## src/rtl/ym_cnt_ring.sv

```systemverilog
// ym_cnt_ring: time-slot multiplexed counter bank.
// CHANNELS counters of DATA_WIDTH bits recirculate through a two-phase
// (c1/c2) shift ring and share a single add/subtract stage at the ring head.
// A slot counter numbers the head position; sync renumbers without moving data.
module ym_cnt_ring #(
  parameter int DATA_WIDTH = 8,
  parameter int CHANNELS   = 6,
  parameter int SATURATE   = 0,
  localparam int SW        = (CHANNELS > 2) ? $clog2(CHANNELS) : 1
) (
  input  logic                  MCLK,
  input  logic                  reset_n,
  input  logic                  c1,
  input  logic                  c2,
  input  logic                  sync,
  input  logic                  c_in,
  input  logic                  dec,
  input  logic                  load,
  input  logic [DATA_WIDTH-1:0] load_val,
  input  logic                  clr,
  output logic [DATA_WIDTH-1:0] val,
  output logic [SW-1:0]         slot,
  output logic                  c_out,
  output logic                  tc
);

  // Ring storage: element CHANNELS-1 of stage 2 is the head presented on val.
  logic [CHANNELS-1:0][DATA_WIDTH-1:0] r_s1;
  logic [CHANNELS-1:0][DATA_WIDTH-1:0] r_s2;
  logic [SW-1:0]                       r_slot;

  logic [DATA_WIDTH-1:0] w_head;
  logic [DATA_WIDTH-1:0] w_base;
  logic [DATA_WIDTH-1:0] w_step;
  logic [DATA_WIDTH-1:0] w_nxt;
  logic                  w_at_lim;
  logic                  w_cout;

  assign w_head = r_s2[CHANNELS-1];

  // Shared adder: select base, count up/down, apply saturation and clear.
  always_comb begin
    w_base   = load ? load_val : w_head;
    w_at_lim = dec ? (w_base == '0) : (w_base == '1);
    w_cout   = c_in & w_at_lim;
    w_step   = dec ? (w_base - DATA_WIDTH'(c_in)) : (w_base + DATA_WIDTH'(c_in));
    if (clr) begin
      w_nxt = '0;
    end else if ((SATURATE != 0) && w_cout) begin
      w_nxt = w_base;
    end else begin
      w_nxt = w_step;
    end
  end

  // Phase 1 shifts the ring and inserts the new value; phase 2 commits stage 1.
  always_ff @(posedge MCLK or negedge reset_n) begin
    if (!reset_n) begin
      r_s1 <= '0;
      r_s2 <= '0;
    end else begin
      if (c1) begin
        r_s1 <= {r_s2[CHANNELS-2:0], w_nxt};
      end
      if (c2) begin
        r_s2 <= r_s1;
      end
    end
  end

  // Slot counter advances with phase 2; sync forces the next slot to zero.
  always_ff @(posedge MCLK or negedge reset_n) begin
    if (!reset_n) begin
      r_slot <= '0;
    end else if (c2) begin
      if (sync || (r_slot == SW'(CHANNELS - 1))) begin
        r_slot <= '0;
      end else begin
        r_slot <= r_slot + 1'b1;
      end
    end
  end

  assign val   = w_head;
  assign slot  = r_slot;
  assign c_out = w_cout;
  assign tc    = dec ? (w_head == '0) : (w_head == '1);

endmodule
```

## config.mk

```make
export PLATFORM = sky130hd
export DESIGN_NAME = ym_cnt_ring
export DESIGN_NICKNAME = d
export VERILOG_FILES = /design/src/rtl/ym_cnt_ring.sv
export SDC_FILE = /design/constraint.sdc
export NUM_CORES = 1
export LEC_CHECK = 0
export BUFFER_PORTS_ARGS = -buffer_cell sky130_fd_sc_hd__buf_2
export CAP_MARGIN = 40
export CORE_UTILIZATION = 55
export DETAILED_ROUTE_END_ITERATION = 16
export GPL_TIMING_DRIVEN = 0
export PLACE_DENSITY = 0.74
export SKIP_CTS_REPAIR_TIMING = 1
export SYNTH_ARGS = -nofsm -noshare
export SYNTH_HDL_FRONTEND = slang
export SYNTH_SLANG_ARGS = --single-unit
export TNS_END_PERCENT = 1
```

## constraint.sdc

```tcl
create_clock -name MCLK -period 2.6 [get_ports MCLK]
set_input_delay 0.13 -clock MCLK [delete_from_list [all_inputs] [get_ports MCLK]]
set_output_delay 0.13 -clock MCLK [all_outputs]
set_load 0.02 [all_outputs]
```

==> metrics, run 1 <==
status finished, final reports clean; Comb pwr share 0.266; R2R Path End r_s1[5]; Power Density around 990 nW/um^2; largest family of logic cells by synthesized area multiplexers; Hold WC Path Type in -> reg; Final WS setup between 0.3 and 0.4 ns; # placed instances about 430; maximum fanout along the worst path 5; vias in the first global route about 2,500; Slew HR 0.699; Synth Warn # 0; Die ar. between 8000 and 9000 um^2; Netlist cell types 39; internal cell power ~3400 uW; Req. time, crit path 2.86 ns; adder-cell share of the synthesized area 0.0338; RR Startpoint val[1]; Placer Congestion 0.867; first-pass GRT wire length ~12,000 um; number of diodes 0; pre-CTS WS about 0.33 ns; WP data arrival 2.53 ns; GRT Util Overall 0.190; fillers between 500 and 600; HPWL Detailed between 4000 and 5000 um; Clock power frac 0.203; Synth Instances approximately 300; Boundary Pins 30; Hold EP r_s1[1]; CTS tree yes; fin util 0.648; Reg area 2480 um^2; synth-to-layout area growth 11.9%; Max Cap Viol 0; Clock Sink Count between 90 and 100; post-synthesis xor/xnor area fraction 0.00612; Final min period 2.27 ns; Final setup viols 0; Iter 0 DRT Violations ~120; worst reg2reg setup slack 0.33 ns; Antenna Nets Post-Route 0; worst skew pair latency about 0.35 ns; Seq/Total Area, Yosys 0.577; area occupied by multi-input gates roughly 1700 um^2; clk root buf clkbuf_8; Longest Clk Path Bufs 2; Peak supply drop about 0.57 mV; critical path class reg -> reg; core area around 7400 um^2; wire length per cell ~15 um; fin cells 446; post-route setup TNS 0 ns; layout cells sized above 1 0.455; Net Count, Synth around 330; DRC 0; commonest cells after routing, fill and taps aside dfrtp_1, mux2_2, buf_2; critical path endpoint category flip-flop; final WL just under 7000 um; initial core utilization 0.579; Hold Startpoint clr; Simple-Gate Fraction of Synth Area 0.0443; placed instance area ~4600 um^2; Highest Clock Rate ~440 MHz; die height about 90 um; Reg clk slew, reported paths roughly 0.09 ns; Die Wd 90.3 um; post-synthesis compound-gate area fraction 0.0499; post-route cell area just under 5000 um^2; sequential share of power 0.531; initial antenna violation count 0; H-tree depth 3; unrepaired setup endpoints after global routing no; Sw Ratio 0.291; largest net degree at the start of global routing 70; r2r worst-path depth 8; syn_area_per_cell between 10 and 15 um^2; Hold Vio Cnt, Final 0; NumNets Final 370; hold depth 2; Synth async-reset ratio 1.00; Avg Vias per Cell 5.38; Startpoint Class flip-flop; most common cell after layout, fill and taps aside dfrtp_1; Static Leak 0.00232 uW; Setup Skew about 0.0076 ns; row count 31; Buffers on Ports 27; Post-synth EDFFs 0; Least-Margin Pin Slew roughly 0.44 ns; netlist area before placement around 4300 um^2; Switch Pwr 1390 uW; final cycle utilization of the critical path 0.873; Most used DFF post-synth dfrtp_1; mux share of post-synthesis cell area 0.251; total gr overflow 0; max-slew violations 0; via count ~2,400; Yosys reg bits 99; drt pass-1 iters 4; TritonCTS Buffers 9
## power by group through the flow
stage               clock, uW  combinational (uW)  sequential, uW
finish                    966                1270            2530
global route             1070                1410            2630
CTS                       999                1280            2540
detailed placement          0                1280            2580
global placement            0                1230            2540
floorplan                   0                1030            2410
## stage by stage
step | power, uW | hold slack [ns]
final | 4770 | 0.0288
after global routing | 5110 | 0.0180
after CTS | 4820 | -0.296
after detailed placement | 3850 | 0.0908
after global placement | 3770 | 0.320
after floorplan | 3450 | -0.166
## worst max-delay path: stages, from the launching register on
cell and delay, ns:
dfrtp_1 0.42, mux2i_1 0.36, inv_1 0.09, ha_1 0.28
nor2b_4 0.12, o31a_1 0.30, o21a_1 0.20, o21a_1 0.16
o32ai_1 0.25
## worst max-delay path by stage
stage / slack, ns / end / start
final: 0.33 / r_s1[5] / val[1]
after global routing: 0.22 / r_s1[5] / val[1]
after CTS: 0.33 / r_s1[5] / val[1]
after detailed placement: 0.33 / r_s1[5] / val[1]
after global placement: 0.37 / r_s1[5] / val[1]
after floorplan: 0.55 / r_s1[5] / val[1]
## sequential cells by signal, indices dropped and copies added (netlist names)
signal and flops:
r_s1 48, r_s2 40, slot 3, val 8
## per-layer routing
metal	GRT usage	share of wire	vias to the layer above
li1	-	-	1159
met1	0.272	0.49	1188
met2	0.285	0.46	44
met3	0.0421	0.033	10
met4	0.0699	0.014	0
met5	0	0	-
## cell families after synthesis
logic type	count (synthesis)
adder cells (fa/ha/maj)	11
buffers and inverters	29
flip-flops	99
AND/OR/NAND/NOR	33
AO/OA/AOI/OAI	30
multiplexers	96
XOR/XNOR	3
## layout make-up
class,instances,area share
sequential,99,0.516
tap,99,0.0258
clock buffer,10,0.0287
multi-input combinational,173,0.344
clock inverter,6,0.0135
timing repair buffer,30,0.0386
buffer,20,0.0266
inverter,9,0.00703
## Yosys cell counts, types with 4 or more instances
cell	number	area share
dfrtp_1	99	0.58
nor3_1	4	0.0047
nand2_1	6	0.0052
buf_4	9	0.016
ha_1	10	0.029
nor2_1	4	0.0035
o21ai_0	7	0.0082
inv_1	8	0.0070
o21a_1	4	0.0070
buf_2	9	0.010
nor2b_1	4	0.0058
mux2_2	93	0.24
(Power assumes the default switching activity.)
==> inputs of run 2 (changes only) <==
==> constraint.sdc (replaced) <==
create_clock -name MCLK -period 2.6 [get_ports MCLK]
set_input_delay 0.13 -clock MCLK [delete_from_list [all_inputs] [get_ports MCLK]]
set_output_delay 0.13 -clock MCLK [all_outputs]
set_load 0.1 [all_outputs]
==> metrics, run 2 (same netlist as run 1, synthesis figures left out) <==
synth-to-layout area growth 12.2%; largest net degree at the start of global routing between 60 and 70; worst path cell trace mux2i_1, inv_1, ha_1, nor2b_4, o31a_1, o21a_1, o21a_1, o32ai_1; status finished, final reports clean; Max Cap Viol 0; critical path class reg -> reg; CTS tree yes; Hold Startpoint clr; HPWL Detailed 4970 um; Die ar. roughly 8000 um^2; Avg Vias per Cell roughly 5.5; total gr overflow 0; Reg clk slew, reported paths roughly 0.090 ns; Least-Margin Pin Slew around 0.45 ns; Clock Sink Count a little under 100; wire length per cell 15.4 um; Antenna Nets Post-Route 0; WP data arrival 2.57 ns; final cycle utilization of the critical path 0.894; hold depth 2; die height around 90 um; core area around 7400 um^2; fillers 577; unrepaired setup endpoints after global routing no; TritonCTS Buffers 9; NumNets Final 370; Highest Clock Rate 430 MHz; Startpoint Class flip-flop; Final setup viols 0; post-route cell area a little under 5000 um^2; Static Leak ~0.0023 uW; Switch Pwr approximately 1800 uW; initial core utilization 0.579; Final min period between 2 and 2.5 ns; critical path endpoint category flip-flop; via count between 2,000 and 2,500; Longest Clk Path Bufs 2; Hold WC Path Type in -> reg; Setup Skew 0.00997 ns; pre-CTS WS 0.322 ns; Final WS setup between 0.2 and 0.3 ns; clk root buf clkbuf_8; fin util 0.650; CP peak stage delay around 0.42 ns; sequential share of power 0.484; max FFs per register 48; Peak supply drop ~0.49 mV; DRC 0; r2r worst-path depth 8; number of diodes 0; Buffers on Ports 27; internal cell power ~3400 uW; maximum fanout along the worst path 5; initial antenna violation count 0; row count 31; # placed instances roughly 430; Boundary Pins 30; most common cell after layout, fill and taps aside dfrtp_1; worst skew pair latency approximately 0.35 ns; Placer Congestion 0.843; first-pass GRT wire length roughly 12,000 um; max-slew violations 0; CP delay by family, top compound AO/OA/AOI/OAI gates; H-tree depth 3; vias in the first global route between 2,000 and 2,500; Power Density between 1000 and 1500 nW/um^2; CP Buf/Inv Count 1; drt pass-1 iters 4; RR Startpoint val[1]; GRT Util Overall 0.189; Iter 0 DRT Violations 109; Slew HR 0.690; R2R Path End r_s1[5]; Die Wd roughly 90 um; Hold Vio Cnt, Final 0; Hold EP r_s1[0]; Comb pwr share 0.324; fin cells 446; Most common cell on crit path o21a_1; Largest Register r_s1; Sw Ratio 0.349; layout cells sized above 1 0.455; worst reg2reg setup slack roughly 0.27 ns; final WL ~6900 um; Req. time, crit path between 2 and 3 ns; placed instance area approximately 4600 um^2; slowest stage cell, crit path dfrtp_1; Clock power frac 0.192; commonest cells after routing, fill and taps aside dfrtp_1, mux2_2, buf_2, clkbuf_8
[run 2: cell count changes in the layout (fill, tap and decap cells not counted)]
cell        change
clkbuf_8        +1
a21boi_0        -1
clkinv_2        -1
clkinvlp_4      -1
a21boi_1        +1
clkinv_4        +1
[run 2: cell type report]
class	count	area, um^2	area share
Inverter	9	33.8	0.00702
Sequential cell	99	2480	0.515
Tap cell	99	124	0.0257
Clock buffer	11	151	0.0315
Timing Repair Buffer	30	185	0.0385
Multi-Input combinational cell	173	1650	0.343
Clock inverter	5	61.3	0.0127
Buffer	20	128	0.0265
[run 2: power by group through the flow]
stage	sequential (uW)	clock, uW	combinational [uW]
after floorplan	2460	0	1410
after global placement	2540	0	1650
after detailed placement	2580	0	1700
after CTS	2540	1030	1710
after global routing	2630	1090	1830
final	2540	1010	1700
[run 2: how the worst max path moves through the flow]
| stage | startpoint | cells after the start | end |
|---|---|---|---|
| after floorplan | val[0] | 3 | tc |
| final | val[1] | 8 | r_s1[5] |
| after detailed placement | val[1] | 8 | r_s1[5] |
| after global routing | val[1] | 8 | r_s1[5] |
| after global placement | val[1] | 8 | r_s1[5] |
| after CTS | val[1] | 8 | r_s1[5] |
[run 2: routing by layer]
layer  global-route usage  wire length (um)  vias to the layer above
li1                     -                 -                     1154
met1                0.266              3370                     1230
met2                0.281              3160                       41
met3               0.0412               182                       13
met4               0.0860               170                        0
met5                    0                 0                        -
[run 2: metrics by stage]
step	TNS [ns]	power, uW	hold WS, ns
3_5_place_dp	0	4280	0.111
3_3_place_gp	0	4200	0.321
2_1_floorplan	-0.280	3870	-0.166
5_1_grt	0	5550	0.0307
4_1_cts	0	5290	-0.284
6_report	0	5240	0.0298
==> inputs of run 3 (changes only) <==
--- a/config.mk
+++ b/config.mk
@@ -6,7 +6,7 @@
 export NUM_CORES = 1
 export LEC_CHECK = 0
 export BUFFER_PORTS_ARGS = -buffer_cell sky130_fd_sc_hd__buf_2
-export CAP_MARGIN = 40
+export CORE_ASPECT_RATIO = 1.5
 export CORE_UTILIZATION = 55
 export DETAILED_ROUTE_END_ITERATION = 16
 export GPL_TIMING_DRIVEN = 0
==> metrics, run 3 (same netlist as run 1, synthesis figures left out) <==
status finished, final reports clean; Final min period approximately 2.3 ns; Longest Clk Path Bufs 2; final cycle utilization of the critical path 0.880; post-route setup TNS 0 ns; worst path cell trace nor4_1, nand2_1, or4b_1, o21ai_0, buf_2; overall power between 5000 and 6000 uW; worst skew pair latency roughly 0.34 ns; Iter 0 DRT Violations 122; most common cell after layout, fill and taps aside dfrtp_1; Least-Margin Pin Slew 0.487 ns; Power Density about 1200 nW/um^2; Setup Skew 0.00450 ns; HPWL Detailed 5140 um; Avg Vias per Cell 5.45; CTS tree yes; Static Leak roughly 0.0024 uW; unrepaired setup endpoints after global routing no; Final setup viols 0; Clock Sink Count 99; H-tree depth 3; initial antenna violation count 0; core area between 7000 and 8000 um^2; critical path class reg -> out; initial core utilization 0.567; via count around 2,400; Reg clk slew, reported paths 0.07 ns; RR Startpoint val[1]; GR peak layer met2; Largest Register r_s1; CP peak stage delay 0.46 ns; crit path launch val[4]; slowest stage cell, crit path or4b_1; NumNets Final 369; Startpoint Class flip-flop; number of diodes 0; Highest Clock Rate 437 MHz; first-pass GRT wire length 11,900 um; Antenna Nets Post-Route 0; synth-to-layout area growth 15.5%; GRT met2 Usage 0.359; DRC 0; R2R Path End r_s1[5]; row count 39; Buffers on Ports 27; total gr overflow 0; Max Cap Viol 0; Req. time, crit path roughly 2.5 ns; GRT Util Overall 0.201; grt met1 use 0.228; die height between 100 and 150 um; maximum fanout along the worst path 5; Boundary Pins 30; commonest cells after routing, fill and taps aside dfrtp_1, mux2_2, buf_2, buf_4, ha_1; r2r worst-path depth 8; TritonCTS Buffers 9; fin util 0.655; vias in the first global route between 2,000 and 2,500; max-slew violations 0; Hold Vio Cnt, Final 0; layout cells sized above 1 0.457; Peak supply drop about 0.69 mV; largest net degree at the start of global routing 70; Hold WC Path Type in -> reg; WP data arrival 2.16 ns; Slew HR 0.678; critical path endpoint category primary output; Placer Congestion approximately 0.75; Die ar. roughly 8000 um^2; wire length per cell between 15 and 20 um; fillers 545; Die Wd 74.1 um; met3 global-route usage 0.0409; drt pass-1 iters 4; # placed instances 431; max FFs per register 48; worst reg2reg setup slack around 0.33 ns; clk root buf clkbuf_16; Critical Path End tc; final WL 7320 um; fin cells around 450
-- run 3: changes by cell type in the layout (fill, tap and decap cells not counted), sizes merged --
cell         previous run  this run
bufinv                  1         3
clkbuf                 11        12
clkinv                  5         2
dlygate4sd3             2         1
-- run 3: worst min path at each step --
| stage | start | end | slack (ns) | cells past startpoint |
|---|---|---|---|---|
| 2_1_floorplan | reset_n | r_s1[0] | -0.17 | 0 |
| 3_3_place_gp | sync | slot[2] | 0.32 | 2 |
| 3_5_place_dp | reset_n | val[5] | 0.09 | 1 |
| 4_1_cts | reset_n | val[5] | -0.27 | 1 |
| 5_1_grt | sync | slot[2] | 0.005 | 2 |
| 6_report | sync | slot[2] | 0.004 | 2 |
-- run 3: routing by layer --
layer	wire (um)	up-vias
met3	166	12
li1	-	1156
met4	164	0
met2	3930	33
met5	0	-
met1	3060	1241
-- run 3: layout make-up --
type / instances / area [um^2] / share of cell area
Clock buffer: 12 / 267 / 0.0538
Inverter: 9 / 33.8 / 0.00682
Sequential cell: 99 / 2480 / 0.500
Buffer: 20 / 128 / 0.0258
Tap cell: 102 / 128 / 0.0258
Timing Repair Buffer: 29 / 175 / 0.0353
Clock inverter: 4 / 95.1 / 0.0192
Multi-Input combinational cell: 173 / 1650 / 0.334
-- run 3: worst max-delay path: cells and delay by family, from the launching register on --
| kind | cells | cell delay [ns] |
|---|---|---|
| flops | 1 | 0.43 |
| buf+inv | 1 | 0.45 |
| compound gates | 1 | 0.09 |
| simple gates | 3 | 0.85 |
-- run 3: through the flow --
stage               setup slack [ns]  hold slack, ns  area [um^2]
floorplan                     -0.280          -0.166         4290
global placement               0.371           0.318         4550
detailed placement             0.343          0.0932         4580
CTS                            0.298          -0.272         4950
global route                   0.192         0.00494         4960
finish                         0.313         0.00401         4960
-- run 3: report_power, final --
part	total [uW]	internal, uW	switching (uW)
Sequential	2550	2160	386
Combinational	1710	753	956
Clock	1550	1020	531
